--- config.mk ---
export PLATFORM = sky130hd
export DESIGN_NAME = pipeline_hazard_controller_flat
export DESIGN_NICKNAME = d
export VERILOG_FILES = /design/src/rtl/pipeline_hazard_controller_if.sv /design/src/rtl/pipeline_hazard_controller.sv /design/src/flat_wrapper.sv
export SDC_FILE = /design/constraint.sdc
export NUM_CORES = 1
export LEC_CHECK = 0
export ABC_CLOCK_PERIOD_IN_PS = 2100
export CAP_MARGIN = 5
export CORE_UTILIZATION = 30
export CTS_BUF_LIST = sky130_fd_sc_hd__clkbuf_4 sky130_fd_sc_hd__clkbuf_8
export DETAILED_ROUTE_END_ITERATION = 7
export PLACE_DENSITY = 0.78
export SYNTH_ARGS = -nofsm -noshare
export SYNTH_HDL_FRONTEND = slang
export SYNTH_SLANG_ARGS = --single-unit
--- constraint.sdc ---
create_clock -name clk -period 2.1 [get_ports clk]
set_input_delay 0.63 -clock clk [delete_from_list [all_inputs] [get_ports clk]]
set_output_delay 0.63 -clock clk [all_outputs]
set_load 0.03 [all_outputs]
--- src/rtl/pipeline_hazard_controller_if.sv ---
// Hazard-control bundle between the Y86-64 pipeline datapath and the
// central hazard controller. The datapath (master) drives pipeline state;
// the controller (slave) returns the per-register stall/bubble controls and
// the performance counters.
interface pipeline_hazard_controller_if #(
  parameter int CNT_W = 32
);
  logic [3:0]       D_Ins_Code;
  logic [3:0]       d_srcA;
  logic [3:0]       d_srcB;
  logic [3:0]       E_Ins_Code;
  logic [3:0]       E_dstM;
  logic             e_Cnd;
  logic [2:0]       m_stat;
  logic [2:0]       W_stat;

  logic             F_stall;
  logic             D_tostall;
  logic             D_toBubble;
  logic             E_toBubble;
  logic             M_toBubble;
  logic             W_tostall;
  logic             set_cc_en;
  logic             ret_release;
  logic             halted;
  logic [CNT_W-1:0] stall_cnt;
  logic [CNT_W-1:0] bubble_cnt;
  logic [CNT_W-1:0] ret_cnt;

  modport master (
    output D_Ins_Code, d_srcA, d_srcB, E_Ins_Code, E_dstM, e_Cnd, m_stat, W_stat,
    input  F_stall, D_tostall, D_toBubble, E_toBubble, M_toBubble, W_tostall,
    input  set_cc_en, ret_release, halted, stall_cnt, bubble_cnt, ret_cnt
  );

  modport slave (
    input  D_Ins_Code, d_srcA, d_srcB, E_Ins_Code, E_dstM, e_Cnd, m_stat, W_stat,
    output F_stall, D_tostall, D_toBubble, E_toBubble, M_toBubble, W_tostall,
    output set_cc_en, ret_release, halted, stall_cnt, bubble_cnt, ret_cnt
  );
endinterface

--- src/rtl/pipeline_hazard_controller.sv ---
// Central hazard controller for the five-stage Y86-64 pipeline: load/use
// interlock, mispredict squash, ret sequencing and exception drain/halt.
// Optional performance counters are built only when HAZ_PERF_CNT_EN is
// defined; otherwise the counter outputs are tied to zero.
module pipeline_hazard_controller #(
  parameter int RET_BUBBLES = 3,
  parameter int CNT_W       = 32
) (
  input  logic clk,
  input  logic rst_n,
  pipeline_hazard_controller_if.slave hz
);

  localparam int RCW = (RET_BUBBLES > 2) ? $clog2(RET_BUBBLES) : 1;
  localparam logic [RCW-1:0] RCNT_LOAD = RCW'(RET_BUBBLES - 1);

  typedef enum logic [1:0] {
    RUN      = 2'd0,
    RET_WAIT = 2'd1,
    HALTED   = 2'd2
  } state_t;

  state_t         state, state_n;
  logic [RCW-1:0] rcnt, rcnt_n;
  logic           rel_q, rel_n;
  logic           ret_start;
  logic           lu, mp, exc_m, exc_w;
  logic           f_stall, d_stall, d_bub, e_bub, m_bub, w_stall, set_cc;

  assign lu    = ((hz.E_Ins_Code == 4'h5) || (hz.E_Ins_Code == 4'hB)) &&
                 (hz.E_dstM != 4'hF) &&
                 ((hz.E_dstM == hz.d_srcA) || (hz.E_dstM == hz.d_srcB));
  assign mp    = (hz.E_Ins_Code == 4'h7) && !hz.e_Cnd;
  assign exc_m = (hz.m_stat != 3'd0);
  assign exc_w = (hz.W_stat != 3'd0);

  // FSM state, ret down-counter and the one-cycle ret release flag.
  always_ff @(posedge clk or negedge rst_n) begin
    if (!rst_n) begin
      state <= RUN;
      rcnt  <= '0;
      rel_q <= 1'b0;
    end else begin
      state <= state_n;
      rcnt  <= rcnt_n;
      rel_q <= rel_n;
    end
  end

  // Next state and same-cycle controls; a writeback exception preempts all
  // hazard terms, and a frozen pipeline also blocks condition-code writes.
  always_comb begin
    state_n   = state;
    rcnt_n    = rcnt;
    rel_n     = 1'b0;
    ret_start = 1'b0;
    f_stall   = 1'b0;
    d_stall   = 1'b0;
    d_bub     = 1'b0;
    e_bub     = 1'b0;
    m_bub     = 1'b0;
    w_stall   = 1'b0;
    set_cc    = 1'b1;
    case (state)
      RUN: begin
        if (exc_w) begin
          state_n = HALTED;
        end else if (mp) begin
          d_bub = 1'b1;
          e_bub = 1'b1;
        end else if (lu) begin
          f_stall = 1'b1;
          d_stall = 1'b1;
          e_bub   = 1'b1;
        end else if (hz.D_Ins_Code == 4'h9) begin
          f_stall   = 1'b1;
          d_bub     = 1'b1;
          ret_start = 1'b1;
          if (RET_BUBBLES > 1) begin
            state_n = RET_WAIT;
            rcnt_n  = RCNT_LOAD;
          end else begin
            rel_n = 1'b1;
          end
        end
      end
      RET_WAIT: begin
        f_stall = 1'b1;
        d_bub   = 1'b1;
        if (exc_w) begin
          state_n = HALTED;
          rcnt_n  = '0;
        end else begin
          if (mp) e_bub = 1'b1;
          rcnt_n = rcnt - RCW'(1);
          if (rcnt == RCW'(1)) begin
            state_n = RUN;
            rcnt_n  = '0;
            rel_n   = 1'b1;
          end
        end
      end
      HALTED: begin
        f_stall = 1'b1;
        d_bub   = 1'b1;
        e_bub   = 1'b1;
        m_bub   = 1'b1;
        w_stall = 1'b1;
        set_cc  = 1'b0;
      end
      default: begin
        state_n = RUN;
        rcnt_n  = '0;
      end
    endcase
    if (exc_m || exc_w) begin
      m_bub  = 1'b1;
      set_cc = 1'b0;
    end
    if (exc_w) w_stall = 1'b1;
    if (!rst_n) begin
      f_stall = 1'b0;
      d_stall = 1'b0;
      d_bub   = 1'b1;
      e_bub   = 1'b1;
      m_bub   = 1'b1;
      w_stall = 1'b0;
      set_cc  = 1'b0;
    end
  end

  assign hz.F_stall     = f_stall;
  assign hz.D_tostall   = d_stall;
  assign hz.D_toBubble  = d_bub;
  assign hz.E_toBubble  = e_bub;
  assign hz.M_toBubble  = m_bub;
  assign hz.W_tostall   = w_stall;
  assign hz.set_cc_en   = set_cc;
  assign hz.ret_release = rel_q;
  assign hz.halted      = (state == HALTED);

`ifdef HAZ_PERF_CNT_EN
  logic [CNT_W-1:0] stall_cnt, bubble_cnt, ret_cnt;

  // Saturating performance counters, frozen while the pipeline is halted.
  always_ff @(posedge clk or negedge rst_n) begin
    if (!rst_n) begin
      stall_cnt  <= '0;
      bubble_cnt <= '0;
      ret_cnt    <= '0;
    end else if (state != HALTED) begin
      if (f_stall && (stall_cnt != '1)) stall_cnt <= stall_cnt + CNT_W'(1);
      if ((d_bub || e_bub || m_bub) && (bubble_cnt != '1)) bubble_cnt <= bubble_cnt + CNT_W'(1);
      if (ret_start && (ret_cnt != '1)) ret_cnt <= ret_cnt + CNT_W'(1);
    end
  end

  assign hz.stall_cnt  = stall_cnt;
  assign hz.bubble_cnt = bubble_cnt;
  assign hz.ret_cnt    = ret_cnt;
`else
  logic unused_ret_start;
  assign unused_ret_start = ret_start;
  assign hz.stall_cnt     = '0;
  assign hz.bubble_cnt    = '0;
  assign hz.ret_cnt       = '0;
`endif

endmodule

--- src/flat_wrapper.sv ---
// flat-port wrapper written by rule: the top's interface ports become plain ports
module pipeline_hazard_controller_flat 
#(
  parameter int RET_BUBBLES = 3,
  parameter int CNT_W       = 32
)
  (clk, rst_n, hz_D_Ins_Code, hz_d_srcA, hz_d_srcB, hz_E_Ins_Code, hz_E_dstM, hz_e_Cnd, hz_m_stat, hz_W_stat, hz_F_stall, hz_D_tostall, hz_D_toBubble, hz_E_toBubble, hz_M_toBubble, hz_W_tostall, hz_set_cc_en, hz_ret_release, hz_halted, hz_stall_cnt, hz_bubble_cnt, hz_ret_cnt);
  pipeline_hazard_controller_if #(.CNT_W(CNT_W)) hz_i ();
  input  logic clk;
  input  logic rst_n;
  input wire logic [$bits(hz_i.D_Ins_Code)-1:0] hz_D_Ins_Code;
  input wire logic [$bits(hz_i.d_srcA)-1:0] hz_d_srcA;
  input wire logic [$bits(hz_i.d_srcB)-1:0] hz_d_srcB;
  input wire logic [$bits(hz_i.E_Ins_Code)-1:0] hz_E_Ins_Code;
  input wire logic [$bits(hz_i.E_dstM)-1:0] hz_E_dstM;
  input wire logic [$bits(hz_i.e_Cnd)-1:0] hz_e_Cnd;
  input wire logic [$bits(hz_i.m_stat)-1:0] hz_m_stat;
  input wire logic [$bits(hz_i.W_stat)-1:0] hz_W_stat;
  output wire logic [$bits(hz_i.F_stall)-1:0] hz_F_stall;
  output wire logic [$bits(hz_i.D_tostall)-1:0] hz_D_tostall;
  output wire logic [$bits(hz_i.D_toBubble)-1:0] hz_D_toBubble;
  output wire logic [$bits(hz_i.E_toBubble)-1:0] hz_E_toBubble;
  output wire logic [$bits(hz_i.M_toBubble)-1:0] hz_M_toBubble;
  output wire logic [$bits(hz_i.W_tostall)-1:0] hz_W_tostall;
  output wire logic [$bits(hz_i.set_cc_en)-1:0] hz_set_cc_en;
  output wire logic [$bits(hz_i.ret_release)-1:0] hz_ret_release;
  output wire logic [$bits(hz_i.halted)-1:0] hz_halted;
  output wire logic [$bits(hz_i.stall_cnt)-1:0] hz_stall_cnt;
  output wire logic [$bits(hz_i.bubble_cnt)-1:0] hz_bubble_cnt;
  output wire logic [$bits(hz_i.ret_cnt)-1:0] hz_ret_cnt;
  assign hz_i.D_Ins_Code = hz_D_Ins_Code;
  assign hz_i.d_srcA = hz_d_srcA;
  assign hz_i.d_srcB = hz_d_srcB;
  assign hz_i.E_Ins_Code = hz_E_Ins_Code;
  assign hz_i.E_dstM = hz_E_dstM;
  assign hz_i.e_Cnd = hz_e_Cnd;
  assign hz_i.m_stat = hz_m_stat;
  assign hz_i.W_stat = hz_W_stat;
  assign hz_F_stall = hz_i.F_stall;
  assign hz_D_tostall = hz_i.D_tostall;
  assign hz_D_toBubble = hz_i.D_toBubble;
  assign hz_E_toBubble = hz_i.E_toBubble;
  assign hz_M_toBubble = hz_i.M_toBubble;
  assign hz_W_tostall = hz_i.W_tostall;
  assign hz_set_cc_en = hz_i.set_cc_en;
  assign hz_ret_release = hz_i.ret_release;
  assign hz_halted = hz_i.halted;
  assign hz_stall_cnt = hz_i.stall_cnt;
  assign hz_bubble_cnt = hz_i.bubble_cnt;
  assign hz_ret_cnt = hz_i.ret_cnt;
  pipeline_hazard_controller #(.RET_BUBBLES(RET_BUBBLES), .CNT_W(CNT_W)) u_core (.clk(clk), .rst_n(rst_n), .hz(hz_i));
endmodule
# --- After elaboration in Yosys (flattened, before gate mapping) ---
# Cells that the tools add are included.
totals:
  elab_cells: 83
  output_inout_bits: 105
  reg_bits: 5
classes:
  bitwise_logic: 1
  addsub: 1
  n_reduce_logical: 13
  mux: 47
  eq_ne: 18
op_table:
  columns: ["op", "count"]
  rows:
  - ["2-to-1 mux 1 bit", 30]
  - ["2-to-1 mux 2 bit", 12]
  - ["case mux 2 bit (3 select lines)", 2]
  - ["AND reduction 5 bit", 2]
  - ["equality test 4 x 3 -> 1 bit, second input constant", 2]
  - ["equality test 4 bit", 2]
  - ["equality test 4 bit, second input constant", 2]
  - ["inequality test 2 bit, second input constant", 3]
  - ["inequality test 3 x 1 -> 1 bit, second input constant", 2]
  - ["inequality test 3 bit, second input constant", 2]
  - ["nonzero test 3 bit", 2]
  - ["equality test 2 x 1 -> 1 bit, second input constant", 2]
  - ["inequality test 4 bit, second input constant", 1]
  - ["case mux 1 bit (2 select lines)", 2]
  - ["logical AND 1 bit", 3]
  - ["logical OR 1 bit", 3]
  - ["case mux 1 bit (3 select lines)", 1]
  - ["equality test 2 bit, second input constant", 1]
  - ["logical NOT 2 bit", 1]
  - ["inequality test 2 x 1 -> 1 bit, second input constant", 1]
  - ["OR reduction 2 bit", 1]
  - ["subtractor 2 x 1 -> 2 bit, second input constant", 1]
  - ["logical NOT 1 bit", 1]
  - ["NOT 1 bit", 1]

# --- Depth between registers and ports, before layout ---
depth:
  depth_word: 9
  mapped_depth: 6
  ltp_nobuf: 6

# --- Worst setup path after synthesis ---
# Ideal clock, no wire load.
synth_path:
  path_type: "input -> output"
  from: "input hz_W_stat[1]"
  to: "output hz_D_toBubble"
  stages: 5
  arrival_time_ns: 1.833
  setup_slack_ns: -0.363
  cell_sequence: "nor3_4 > nand2_1 > nor2_1 > nand2_1 > o21ai_0"
synth_via:
  elab_chain_len: 4
synth_lines:
  columns: ["item", "line", "source"]
  rows:
  - ["start: declaration", "flat_wrapper.sv:18", "input wire logic [$bits(hz_i.W_stat)-1:0] hz_W_stat;"]
  - ["nonzero test 3 bit", "pipeline_hazard_controller.sv:35", "assign exc_w = (hz.W_stat != 3'd0);"]
  - ["2-to-1 mux 1 bit", "pipeline_hazard_controller.sv:66", "if (exc_w) begin"]
  - ["case mux 1 bit (2 select lines)", "pipeline_hazard_controller.sv:64", "case (state)"]
  - ["2-to-1 mux 1 bit", "pipeline_hazard_controller.sv:121", "if (!rst_n) begin"]
  - ["end: declaration", "flat_wrapper.sv:21", "output wire logic [$bits(hz_i.D_toBubble)-1:0] hz_D_toBubble;"]
# No other way between the ends.

# --- Final worst setup path ---
layout_path:
  from: "input hz_d_srcA[0]"
  to: "output hz_E_toBubble"
layout_via:
  elab_chain_len: 8
layout_lines:
  columns: ["item", "line", "source"]
  rows:
  - ["start: declaration", "flat_wrapper.sv:12", "input wire logic [$bits(hz_i.d_srcA)-1:0] hz_d_srcA;"]
  - ["equality test 4 bit", "pipeline_hazard_controller.sv:32", "((hz.E_dstM == hz.d_srcA) || (hz.E_dstM == hz.d_srcB));"]
  - ["logical OR 1 bit", "pipeline_hazard_controller.sv:32", null]
  - ["logical AND 1 bit", "pipeline_hazard_controller.sv:31", "(hz.E_dstM != 4'hF) &&"]
  - ["2-to-1 mux 1 bit", "pipeline_hazard_controller.sv:71", "end else if (lu) begin"]
  - ["2-to-1 mux 1 bit", "pipeline_hazard_controller.sv:68", "end else if (mp) begin"]
  - ["2-to-1 mux 1 bit", "pipeline_hazard_controller.sv:66", null]
  - ["case mux 1 bit (3 select lines)", "pipeline_hazard_controller.sv:64", null]
  - ["2-to-1 mux 1 bit", "pipeline_hazard_controller.sv:121", null]
  - ["end: declaration", "flat_wrapper.sv:22", "output wire logic [$bits(hz_i.E_toBubble)-1:0] hz_E_toBubble;"]
# No other way between the ends.

==> summary.md <==
| Metric | Value |
|---|---|
| DR iter-0 viols | `5` |
| Nets | `between 200 and 300` |
| CTS tree | `yes` |
| H-tree levels | `1` |
| Final WS setup | `-0.226 ns` |
| Internal | `0.000687 W` |
| Initial antenna violation count | `0` |
| Via density per instance | `3.61` |
| Root Buffer | `clkbuf_8` |
| Post-synthesis sequential area ratio | `9.37%` |
| Metal-1 WL | `between 900 and 1000 um` |
| Clk_lat worst skew | `0.22 ns` |
| Die height | `68.7 um` |
| Ys async rst share | `100%` |
| Critical path buffers and inverters | `2` |
| Routed Antenna Nets | `0` |
| Synth area leader | `buf_4` |
| CP Launch Type | `input port` |
| Placer Congestion | `roughly 0.8` |
| Met3 wire len | `227 um` |
| Synth top area share | `between 50 and 60%` |
| Initial Util | `about 32%` |
| Post-Synthesis Cells | `roughly 170` |
| Fillers | `between 400 and 500` |
| Total gr overflow | `0` |
| Final setup TNS | `-0.795 ns` |
| WL/cell | `9.14 um` |
| Detailed Route WL | `2610 um` |
| #FFs+latches synth | `5` |
| Pwr/cell area | `751 mW/mm2` |
| Worst hold slack after final layout | `0.540 ns` |
| Number of buffers created by CTS | `3` |
| Worst EP arrival | `1.70 ns` |
| Maximum vdd drop | `299 uV` |
| Placed cell count | `about 280` |
| Vias in the first global route | `798` |
| Seq pwr share | `slightly below 10%` |
| Top-count cell post-synth | `buf_4` |
| Post-Layout Cell Count | `285` |
| I/O pins | `between 100 and 150` |
| Clk_skew | `~0.00041 ns` |
| Max-slew violation count | `0` |
| Met2 WL post-DR | `1440 um` |
| Period utilization | `111%` |
| Critical path class | `in2out` |
| Clk pin slew, worst setup/hold paths | `0.03 ns` |
| Post-synth EDFFs | `0` |
| Combinational power share | `about three quarters` |
| Slowest cell on the critical path | `a21oi_4` |
| CTS Sinks | `5` |
| Mapped Avg Cell Area | `7.81 um2` |
| Crit path capture type | `primary output` |
| Final setup viols | `4` |
| Final min period | `2.33 ns` |
| Drt first pass iters | `3` |
| Largest net degree at the start of global routing | `6` |
| Status | `finished, violations left` |
| Primary FF master, synth | `dfrtp_1` |
| RSZ-0062 raised after global routing | `true` |
| Port Buffers | `37` |
| Failing checks | `setup timing` |
| Main area contributors after synthesis | `buf_4, dfrtp_1, xnor2_1` |
| Number of vias in the routed layout | `1030` |
| Power consumption | `0.00139 W` |
| Commonest cells post-synth | `buf_4, inv_1, xnor2_1` |
| Max Buffers Root-to-Sink | `2` |
| Critical-path cell list | `buf_6 -> xnor2_2 -> nand4_1 -> a21oi_4 -> nor2_4 -> o221ai_4 -> buf_6` |
| Clock network power share | `a little over an eighth` |
| # diodes | `0` |
| First-pass GRT wire length | `around 3500 um` |
| Die area | `roughly 0.0047 mm2` |
| Syn Std Cell Area | `about 0.0013 mm2` |
| CP required | `1.47 ns` |
| GRT Overall Usage | `about a tenth` |
| Max cap viols | `0` |
| HPWL Detailed | `2080 um` |
| Area grow syn2layout | `38.2%` |
| Max incr delay on CP | `0.27 ns` |
| Net switching power | `0.000699 W` |
| Sw Share | `between 50% and 60%` |
| Fmax | `430 MHz` |
| CP most frequent cell | `buf_6` |
| Chip Width | `roughly 70 um` |
| Ys Warns | `0` |
| Crit-path max FO | `5` |
| Worst path top cell family by delay | `compound AO/OA/AOI/OAI gates` |
| Core outline area | `between 0.004 and 0.005 mm2` |
| Top sig layer | `met4` |
| Layout cells sized above 1 | `38.7%` |
| Post-synth cell types | `34` |
| Final Hold Fails | `0` |
| Std cell rows | `23` |
| HP Class | `reg2reg` |
| Leakage | `0.988 nW` |
| DRC violations left | `0` |
[power groups by stage]
stage	Combinational, W	Clock (W)	Sequential (W)
2_1_floorplan	0.000753	0	0.000140
3_3_place_gp	0.000913	0	0.000133
3_5_place_dp	0.000924	0	0.000135
4_1_cts	0.00100	0.000194	0.000134
5_1_grt	0.00115	0.000205	0.000137
6_report	0.00106	0.000188	0.000135
[what timing repair did]
action / 4_1_cts / 5_1_grt
pin swaps: 25 / 12
resized for setup: 135 / 22
setup endpoints to repair: 10 / 7
endpoints found under the hold margin: 0 / 0
hold buffers: 0 / 0
setup buffers: 4 / 3
[sequential cells by signal, indices dropped and copies added (netlist names)]
register / count
u_core.state: 2
u_core.hz.ret_release: 1
u_core.rcnt: 2
[placed cells by master, fill, tap and decap left out, types with 2 or more instances in the layout]
cell	Yosys	routed
inv_1	8	6
nand2_2	0	2
nand2_1	6	3
a21oi_4	0	2
nor3_1	4	3
nor3_4	1	2
clkbuf_8	0	3
dfrtp_1	5	5
inv_2	0	2
nor2_1	6	2
ha_1	5	2
dlygate4sd2_1	0	6
buf_4	96	23
buf_2	0	6
conb_1	1	96
xnor2_2	0	8
ha_4	0	3
nor2_4	0	4
nand4_1	3	3
a21oi_1	3	2
clkbuf_2	0	3
buf_6	0	20
[through the flow]
stage,utilization (%),instance area (um2),setup WS [ns]
floorplan,-,1780,-0.137
global placement,39.0,1620,-0.669
detailed placement,39.0,1620,-0.689
CTS,43.1,1790,-0.251
global route,44.5,1850,-0.284
finish,44.5,1850,-0.226
[path summary, 6_finish.rpt]
kind	from	to	slack, ns	depth (start not counted)
min in group asynchronous	rst_n	u_core.hz.ret_release$_DFF_PN0_	0.58	4
worst max-delay path	hz_d_srcA[0]	hz_E_toBubble	-0.23	7
worst max register to register	u_core.state[1]$_DFFE_PN0P_	u_core.rcnt[0]$_DFFE_PN0P_	0.23	7
worst min-delay path	u_core.rcnt[0]$_DFFE_PN0P_	u_core.rcnt[0]$_DFFE_PN0P_	0.54	1
max in group asynchronous	rst_n	u_core.state[0]$_DFFE_PN0P_	1.41	4
worst min register to register	u_core.rcnt[0]$_DFFE_PN0P_	u_core.rcnt[0]$_DFFE_PN0P_	0.54	1
[cell type report]
type                       instances  area [um2]  share of cell area [%]
timing repair buffer              61         531                    28.7
sequential                         5         125                    6.78
tap                               50        62.6                    3.39
clock buffer                       4        48.8                    2.64
inverter                           8        30.0                    1.63
multi-input combinational        157        1050                    56.8
[per-layer routing]
metal | GRT usage, % | vias to the layer above
met1 | 11.9 | 462
met2 | 17.8 | 66
li1 | - | 500
met3 | 1.97 | 2
met4 | 3.83 | 0
met5 | 0 | -
[cells by family after synthesis]
| kind of cell | Yosys count | synth area share [%] |
|---|---|---|
| DFF | 5 | 9.37 |
| muxes | 1 | 0.843 |
| AOI/OAI and AO/OA | 16 | 9.47 |
| and+or+nand+nor | 31 | 13.9 |
| other | 1 | 0.281 |
| adders and majority gates | 5 | 4.69 |
| buffers and inverters | 104 | 56.2 |
| xor gates and xnor gates | 8 | 5.25 |
Power figures use the tool's default switching activity.
